[config.mk]
export PLATFORM = sky130hd
export DESIGN_NAME = fetch_ctrl_flat
export DESIGN_NICKNAME = d
export VERILOG_FILES = /design/src/rtl/fetch_ctrl_if.sv /design/src/rtl/fetch_ctrl.sv /design/src/flat_wrapper.sv
export SDC_FILE = /design/constraint.sdc
export NUM_CORES = 1
export LEC_CHECK = 0
export BUFFER_PORTS_ARGS = -buffer_cell sky130_fd_sc_hd__clkbuf_2
export CAP_MARGIN = 20
export CORE_ASPECT_RATIO = 1.1
export CORE_MARGIN = 2
export CORE_UTILIZATION = 50
export CTS_CLUSTER_DIAMETER = 120
export DETAILED_ROUTE_END_ITERATION = 7
export PLACE_DENSITY = 0.87
export SETUP_SLACK_MARGIN = 0.15
export SKIP_LAST_GASP = 1
export SYNTH_ARGS = -nofsm -noshare
export SYNTH_HDL_FRONTEND = slang
export SYNTH_SLANG_ARGS = --single-unit
[constraint.sdc]
create_clock -name clk -period 3.3 [get_ports clk]
set_input_delay 0.66 -clock clk [delete_from_list [all_inputs] [get_ports clk]]
set_output_delay 0.66 -clock clk [all_outputs]
set_load 0.01 [all_outputs]
[src/rtl/fetch_ctrl_if.sv]
// Instruction-memory bus between the fetch controller (master) and an SRAM-like memory (slave).
// A request is accepted in a cycle where inst_req & inst_addr_ok; inst_req and inst_addr hold until then.
// inst_data_ok marks the single cycle in which inst_rdata carries the word for the accepted address.
interface fetch_ctrl_if #(
    parameter int ADDR_W = 32,
    parameter int DATA_W = 32
);
    logic              inst_req;
    logic [ADDR_W-1:0] inst_addr;
    logic              inst_addr_ok;
    logic              inst_data_ok;
    logic [DATA_W-1:0] inst_rdata;

    modport master (
        output inst_req,
        output inst_addr,
        input  inst_addr_ok,
        input  inst_data_ok,
        input  inst_rdata
    );

    modport slave (
        input  inst_req,
        input  inst_addr,
        output inst_addr_ok,
        output inst_data_ok,
        output inst_rdata
    );
endinterface

[src/rtl/fetch_ctrl.sv]
// Fetch-stage memory sequencer: one outstanding instruction request at a time.
// It buffers a word while decode stalls and squashes returns that a redirect has made stale.
module fetch_ctrl #(
    parameter int ADDR_W = 32,
    parameter int DATA_W = 32
) (
    input  logic              clk,
    input  logic              reset,
    input  logic [ADDR_W-1:0] pc,
    input  logic [ADDR_W-1:0] next_pc,
    input  logic              stall_d,
    input  logic              flush,
    fetch_ctrl_if.master      bus,
    output logic [DATA_W-1:0] raw_instr,
    output logic              instr_valid,
    output logic              stall_f,
    output logic [1:0]        dbg_state,
    output logic              dbg_drop
);

    typedef enum logic [1:0] {
        S_IDLE = 2'd0,
        S_REQ  = 2'd1,
        S_WAIT = 2'd2,
        S_HOLD = 2'd3
    } state_e;

    state_e            state_q, state_d;
    logic [ADDR_W-1:0] addr_q,  addr_d;
    logic [DATA_W-1:0] buf_q,   buf_d;
    logic              drop_q,  drop_d;

    logic              req;
    logic              word_ok;
    logic [DATA_W-1:0] word;

    always_ff @(posedge clk) begin
        if (reset) begin
            state_q <= S_IDLE;
            addr_q  <= '0;
            buf_q   <= '0;
            drop_q  <= 1'b0;
        end else begin
            state_q <= state_d;
            addr_q  <= addr_d;
            buf_q   <= buf_d;
            drop_q  <= drop_d;
        end
    end

    always_comb begin
        state_d = state_q;
        addr_d  = addr_q;
        buf_d   = buf_q;
        drop_d  = drop_q;
        req     = 1'b0;
        word_ok = 1'b0;
        word    = '0;

        case (state_q)
            S_IDLE: begin
                state_d = S_REQ;
                addr_d  = flush ? next_pc : pc;
            end

            // The address is never withdrawn once offered; a redirect only marks the reply stale.
            S_REQ: begin
                req = 1'b1;
                if (flush) begin
                    drop_d = 1'b1;
                end
                if (bus.inst_addr_ok) begin
                    state_d = S_WAIT;
                end
            end

            S_WAIT: begin
                if (bus.inst_data_ok) begin
                    if (drop_q || flush) begin
                        // freg already holds the redirect target unless it arrives this very cycle.
                        state_d = S_REQ;
                        addr_d  = flush ? next_pc : pc;
                        drop_d  = 1'b0;
                    end else if (!stall_d) begin
                        word_ok = 1'b1;
                        word    = bus.inst_rdata;
                        state_d = S_REQ;
                        addr_d  = next_pc;
                    end else begin
                        word_ok = 1'b1;
                        word    = bus.inst_rdata;
                        buf_d   = bus.inst_rdata;
                        state_d = S_HOLD;
                    end
                end else if (flush) begin
                    drop_d = 1'b1;
                end
            end

            S_HOLD: begin
                word_ok = 1'b1;
                word    = buf_q;
                if (flush || !stall_d) begin
                    state_d = S_REQ;
                    addr_d  = next_pc;
                end
            end

            default: begin
                state_d = S_IDLE;
            end
        endcase
    end

    // A redirect or a pending squash always wins over a returned word.
    assign instr_valid   = word_ok & ~flush & ~drop_q;
    assign raw_instr     = instr_valid ? word : '0;
    assign stall_f       = ~(instr_valid & ~stall_d);

    assign bus.inst_req  = req;
    assign bus.inst_addr = addr_q;

    assign dbg_state     = state_q;
    assign dbg_drop      = drop_q;

endmodule

[src/flat_wrapper.sv]
// flat-port wrapper written by rule: the top's interface ports become plain ports
module fetch_ctrl_flat 
#(
    parameter int ADDR_W = 32,
    parameter int DATA_W = 32
)
  (clk, reset, pc, next_pc, stall_d, flush, raw_instr, instr_valid, stall_f, dbg_state, dbg_drop, bus_inst_req, bus_inst_addr, bus_inst_addr_ok, bus_inst_data_ok, bus_inst_rdata);
  fetch_ctrl_if #(.ADDR_W(ADDR_W), .DATA_W(DATA_W)) bus_i ();
  input  logic clk;
  input  logic reset;
  input  logic [ADDR_W-1:0] pc;
  input  logic [ADDR_W-1:0] next_pc;
  input  logic stall_d;
  input  logic flush;
  output logic [DATA_W-1:0] raw_instr;
  output logic instr_valid;
  output logic stall_f;
  output logic [1:0] dbg_state;
  output logic dbg_drop;
  output wire logic [$bits(bus_i.inst_req)-1:0] bus_inst_req;
  output wire logic [$bits(bus_i.inst_addr)-1:0] bus_inst_addr;
  input wire logic [$bits(bus_i.inst_addr_ok)-1:0] bus_inst_addr_ok;
  input wire logic [$bits(bus_i.inst_data_ok)-1:0] bus_inst_data_ok;
  input wire logic [$bits(bus_i.inst_rdata)-1:0] bus_inst_rdata;
  assign bus_inst_req = bus_i.inst_req;
  assign bus_inst_addr = bus_i.inst_addr;
  assign bus_i.inst_addr_ok = bus_inst_addr_ok;
  assign bus_i.inst_data_ok = bus_inst_data_ok;
  assign bus_i.inst_rdata = bus_inst_rdata;
  fetch_ctrl #(.ADDR_W(ADDR_W), .DATA_W(DATA_W)) u_core (.clk(clk), .reset(reset), .pc(pc), .next_pc(next_pc), .stall_d(stall_d), .flush(flush), .bus(bus_i), .raw_instr(raw_instr), .instr_valid(instr_valid), .stall_f(stall_f), .dbg_state(dbg_state), .dbg_drop(dbg_drop));
endmodule
# After elaboration in Yosys (flattened, before gate mapping)
# Index checks and enable logic that the tools add are counted.
[totals] latchBits=0 regBits=67 ramBits=0 output_inout_bits=70 word_cells=54 mem_count=0 romBits=0
[classes] n_addsub=0 multipliers=0 order_cmp=0 reduce_logical=10 n_mux=24 bitwise_logic=8 eq_ne=8 div=0 shift=0
[op_table] cell="$mux 32" count=8
[op_table] cell="$pmux 32 s3" count=1
[op_table] cell="$pmux 32 s2" count=1
[op_table] cell="$mux 2" count=5
[op_table] cell="$pmux 2 s4" count=1
[op_table] cell="$reduce_and 4->1" count=2
[op_table] cell="$mux 1" count=6
[op_table] cell="$ne 3x2->1 const B" count=2
[op_table] cell="$not 1->1" count=5
[op_table] cell="$eq 2x2->1 const B" count=2
[op_table] cell="$ne 2x2->1 const B" count=2
[op_table] cell="$pmux 1 s2" count=2
[op_table] cell="$and 1x1->1" count=3
[op_table] cell="$reduce_and 3->1" count=1
[op_table] cell="$reduce_bool 3->1" count=1
[op_table] cell="$eq 2x1->1 const B" count=1
[op_table] cell="$logic_not 2->1" count=1
[op_table] cell="$logic_or 1x1->1" count=2
[op_table] cell="$ne 2x1->1 const B" count=1
[op_table] cell="$reduce_and 2->1" count=1
[op_table] cell="$reduce_bool 2->1" count=1
[op_table] cell="$logic_not 1->1" count=1

# Depth between registers and ports, before layout
[depth] depth_word=8 ltp_mapped=9 ltp_nobuf=6

# Worst setup path before layout
# Ideal clock, no wire load.
[synth_path] kind="reg-to-output" start="register u_core.state_q[0], in the netlist u_core.dbg_state[0]" end="output stall_f" path_buffers=2 arrival_ns=1.752 path_stages_with_launch=9 slack_ns=0.888 required_time_ns=2.640 path_cell_list="dfxtp_1 -> inv_1 -> ha_1 -> buf_2 -> and2b_1 -> and3b_1 -> clkbuf_1 -> or2_2 -> nand2b_1"
[synth_via] elab_chain_len=6 elab_cells_between_ends=7 cone_classes="eq/ne (2); mux (1); bitwise (4)"
[synth_lines] element="from (decl)" line_no="fetch_ctrl.sv:28" text="state_e state_q, state_d;"
[synth_lines] element="from (signal assigned)" line_no="fetch_ctrl.sv:44" text="state_q <= state_d;"
[synth_lines] element="$eq 2x2->1" line_no="fetch_ctrl.sv:60" text="case (state_q)"
[synth_lines] element="$pmux 1 s2 (*)" line_no="fetch_ctrl.sv:60"
[synth_lines] element="$and 1x1->1 (*) (2 in series)" line_no="fetch_ctrl.sv:116" text="assign instr_valid = word_ok & ~flush & ~drop_q;"
[synth_lines] element="net instr_valid" line_no="flat_wrapper.sv:16" text="output logic instr_valid;"
[synth_lines] element="$and 1x1->1 (*)" line_no="fetch_ctrl.sv:118" text="assign stall_f = ~(instr_valid & ~stall_d);"
[synth_lines] element="$not 1->1 (*)" line_no="fetch_ctrl.sv:118"
[synth_lines] element="to (decl)" line_no="flat_wrapper.sv:17" text="output logic stall_f;"
# The timed path passes the listed nets; every way through them passes the cells marked *.

# Worst setup path after layout
[layout_path] start="register u_core.state_q[0], in the netlist u_core.dbg_state[0]" end="output raw_instr[19]"
[layout_via] elab_chain_len=5 elab_cells_between_ends=7 cone_classes="eq/ne (2); mux (3); bitwise (2)"
[layout_lines] element="$eq 2x2->1" line_no="fetch_ctrl.sv:60"
[layout_lines] element="$pmux 1 s2" line_no="fetch_ctrl.sv:60"
[layout_lines] element="$and 1x1->1 (2 in series)" line_no="fetch_ctrl.sv:116"
[layout_lines] element="$mux 32 (*)" line_no="fetch_ctrl.sv:117" text="assign raw_instr = instr_valid ? word : '0;"
[layout_lines] element="to (decl)" line_no="flat_wrapper.sv:15" text="output logic [DATA_W-1:0] raw_instr;"
# Every way passes the cells marked *; elsewhere a longest branch is shown, timed or not.

==> impl_metrics.json <==
{
  "gp_congestion": 0.8387,
  "peakVddDrop_mv": 0.2638,
  "synthDominantCellAreaShare_pct": 36.95,
  "clkLatencyLatePin_ps": 340,
  "synth_top_area_cell": "dfxtp_1",
  "rsz0062_at_grt": "false",
  "synth_top_family_by_area": "simple AND/OR/NAND/NOR gates",
  "clock-sinks": 67,
  "dr.pass1.iters": 5,
  "p_int_uw": 1517,
  "clkPwrFrac_pct": 39.7,
  "synth.mux.area_fraction_pct": 0,
  "endpoint_kind": "output port",
  "num_antenna_cells": 0,
  "fin_ws_ps": 399.6,
  "arrival_ps": 2240,
  "synthFlopType": "dfxtp_1",
  "crit_required_ps": 2640,
  "io_buffers": 171,
  "hold_viol": 0,
  "hold_ws_ps": 455.5,
  "synth_area_leaders": "dfxtp_1, a21oi_1, and4b_1",
  "die_h_um": 93.36,
  "synth_edf_count": 0,
  "grt_pass1_vias": 3597,
  "post-route-period-util_pct": 87.89,
  "reg2reg_depth": 8,
  "p_seq_share_pct": 42.9,
  "syn_area_mm2": 0.003630,
  "synthAdderAreaFrac_pct": 1.034,
  "max_slew.worst_pin.slew_ps": 1003,
  "viasPerCell": 5.651,
  "placement_rows": 32,
  "hold_depth": 2,
  "power.density_mw_per_mm2": 435.2,
  "p_sw_uw": 539.3,
  "status": "completed",
  "antenna_found_initial": 0,
  "grt_usage_pct": 24.97,
  "worstHoldStart": "u_core.buf_q[11]",
  "regToRegSetupSlack_ps": 860,
  "synth_xor_xnor_area_share_pct": 0,
  "drcViolationCount": 0,
  "whs_endpoint": "u_core.buf_q[11]",
  "final_nets": 719,
  "wire_per_inst_um": 14.44,
  "yosysWarnings": 0,
  "drive_above_1_share_pct": 33.60,
  "drv_cap": 0,
  "synth_cells": 469,
  "start_util_pct": 51.80,
  "power_leakage_uw": 0.002280,
  "ys_types": 35,
  "routed_wl_um": 10170,
  "hold_path_class": "reg -> reg",
  "combinationalPowerShare_pct": 17.4,
  "avgSynthCellArea_um2": 7.739,
  "place_hpwl_um": 7099,
  "place_ws_ps": 508.6,
  "numCtsBuffers": 9,
  "die_x_um": 85.24,
  "timing_worst_setup_path_type": "reg -> out",
  "crit_fanout": 15,
  "yosys.area_share.simple_pct": 32.30,
  "rr_startpoint": "u_core.dbg_state[0]",
  "finalPower_uw": 2057,
  "first_iter_violations": 224,
  "max_freq_ghz": 0.3448,
  "yosysSeqAreaShare_pct": 36.95,
  "holdBufCountCts": 0,
  "io_pins": 172,
  "synth-async-reset-ratio_pct": 0,
  "tns_ps": 0,
  "cts.clk_slew.worst_paths_ps": 80,
  "ys_seq_elements": 67,
  "overflow": 0,
  "core_mm2": 0.007007,
  "multi_input_area_mm2": 0.002057,
  "dieArea_mm2": 0.007958,
  "area_growth_pct": 30.20,
  "finalSetupViolCount": 0,
  "vias": 3978,
  "cts-root-buf": "clkbuf_8",
  "reg2reg_to": "u_core.bus.inst_addr[26]",
  "critPathLaunchType": "register",
  "period_needed_ps": 2900,
  "slew_headroom_pct": 33.00,
  "fin_skew_ps": 10.20,
  "synthMostInstantiatedCell": "nand2_1",
  "synth_nets": 574,
  "swShare_pct": 26.22,
  "htreeDepth": 3,
  "cts_tree": "done",
  "synth_compound_area_share_pct": 22.99,
  "grt_pass1_wl_um": 16220,
  "grt_start_max_net_pins": 65,
  "cts.path.max_buffers": 2,
  "synthTopCellsByCount": "nand2_1, dfxtp_1, a21oi_1",
  "drv_slew": 0,
  "fill_cells": 603,
  "layout.area.seq_mm2": 0.001341,
  "ant_nets": 0
}
## metrics by stage
stage | std cells | utilization (%) | cell area [um2]
2_1_floorplan | 469 | - | 3630
3_3_place_gp | 687 | 63.71 | 4464
3_5_place_dp | 687 | 63.71 | 4464
4_1_cts | 703 | 67.14 | 4705
5_1_grt | 704 | 67.45 | 4726
6_report | 704 | 67.45 | 4726
## kinds of logic (layout without fill, tap and decap cells)
group	Yosys count	count (layout)
AND/OR/NAND/NOR	209	209
buffers and inverters	54	204
AO/OA/AOI/OAI	136	136
adder cells (fa/ha/maj)	3	3
flip-flops	67	67
## power groups by stage
stage | registers, uW | logic, uW | clock network [uW]
finish | 882 | 358 | 816
global route | 887 | 397 | 869
CTS | 882 | 355 | 831
detailed placement | 899 | 355 | 0
global placement | 899 | 346 | 0
floorplan | 920 | 185 | 0
## critical path, stage by stage, from the launching register on
cell and delay, ps:
dfxtp_1 430, ha_1 300, nor3b_2 580, buf_4 310
a22o_1 150, clkbuf_2 130
## final cells by class
type / instances / share of cell area [%]
flip-flops and latches: 67 / 28.38
well taps: 85 / 2.250
inverters: 4 / 0.3177
multi-input cells: 348 / 43.53
clock buffers: 9 / 2.621
clock inverters: 7 / 2.462
repair buffers: 184 / 20.44
## how the worst max path moves through the flow
stage | from | endpoint | slack [ps] | cells after the start
after CTS | u_core.dbg_state[0] | raw_instr[19] | 280 | 7
final | u_core.dbg_state[0] | raw_instr[19] | 400 | 5
after global routing | u_core.dbg_state[0] | raw_instr[20] | 200 | 5
after floorplan | u_core.dbg_state[0] | stall_f | 890 | 8
after global placement | flush | raw_instr[22] | 560 | 5
after detailed placement | flush | raw_instr[19] | 510 | 5
## metal layers
metal	GRT usage, %	up-vias	share of wire (%)
met5	0	-	0
met1	30.12	1809	42
li1	-	1970	-
met4	9.127	0	1.3
met3	6.620	14	9.2
met2	42.58	185	48
## registers in the layout, indices dropped and copies added (netlist names)
name / flops
u_core.buf_q: 32
u_core.dbg_state: 2
u_core.dbg_drop: 1
u_core.bus.inst_addr: 32
## cell usage in the layout, fill, tap and decap left out, types with 2 or more instances in the layout
cell type	instances
a21oi_1	65
a22o_1	32
a22oi_1	2
and3_1	30
and4b_1	31
buf_4	12
bufinv_16	3
clkbuf_2	171
clkbuf_8	9
clkinv_2	2
dfxtp_1	67
ha_1	3
inv_1	4
nand2_1	70
nand2b_1	4
nand3b_1	2
nor2_1	31
nor3_1	30
o21ai_0	31
or2_2	2
## timing repair
action | CTS | global route
setup endpoints to repair | 0 | 11
gates resized for setup | 0 | 1
buffers inserted | 0 | 0
(Power assumes the default switching activity.)
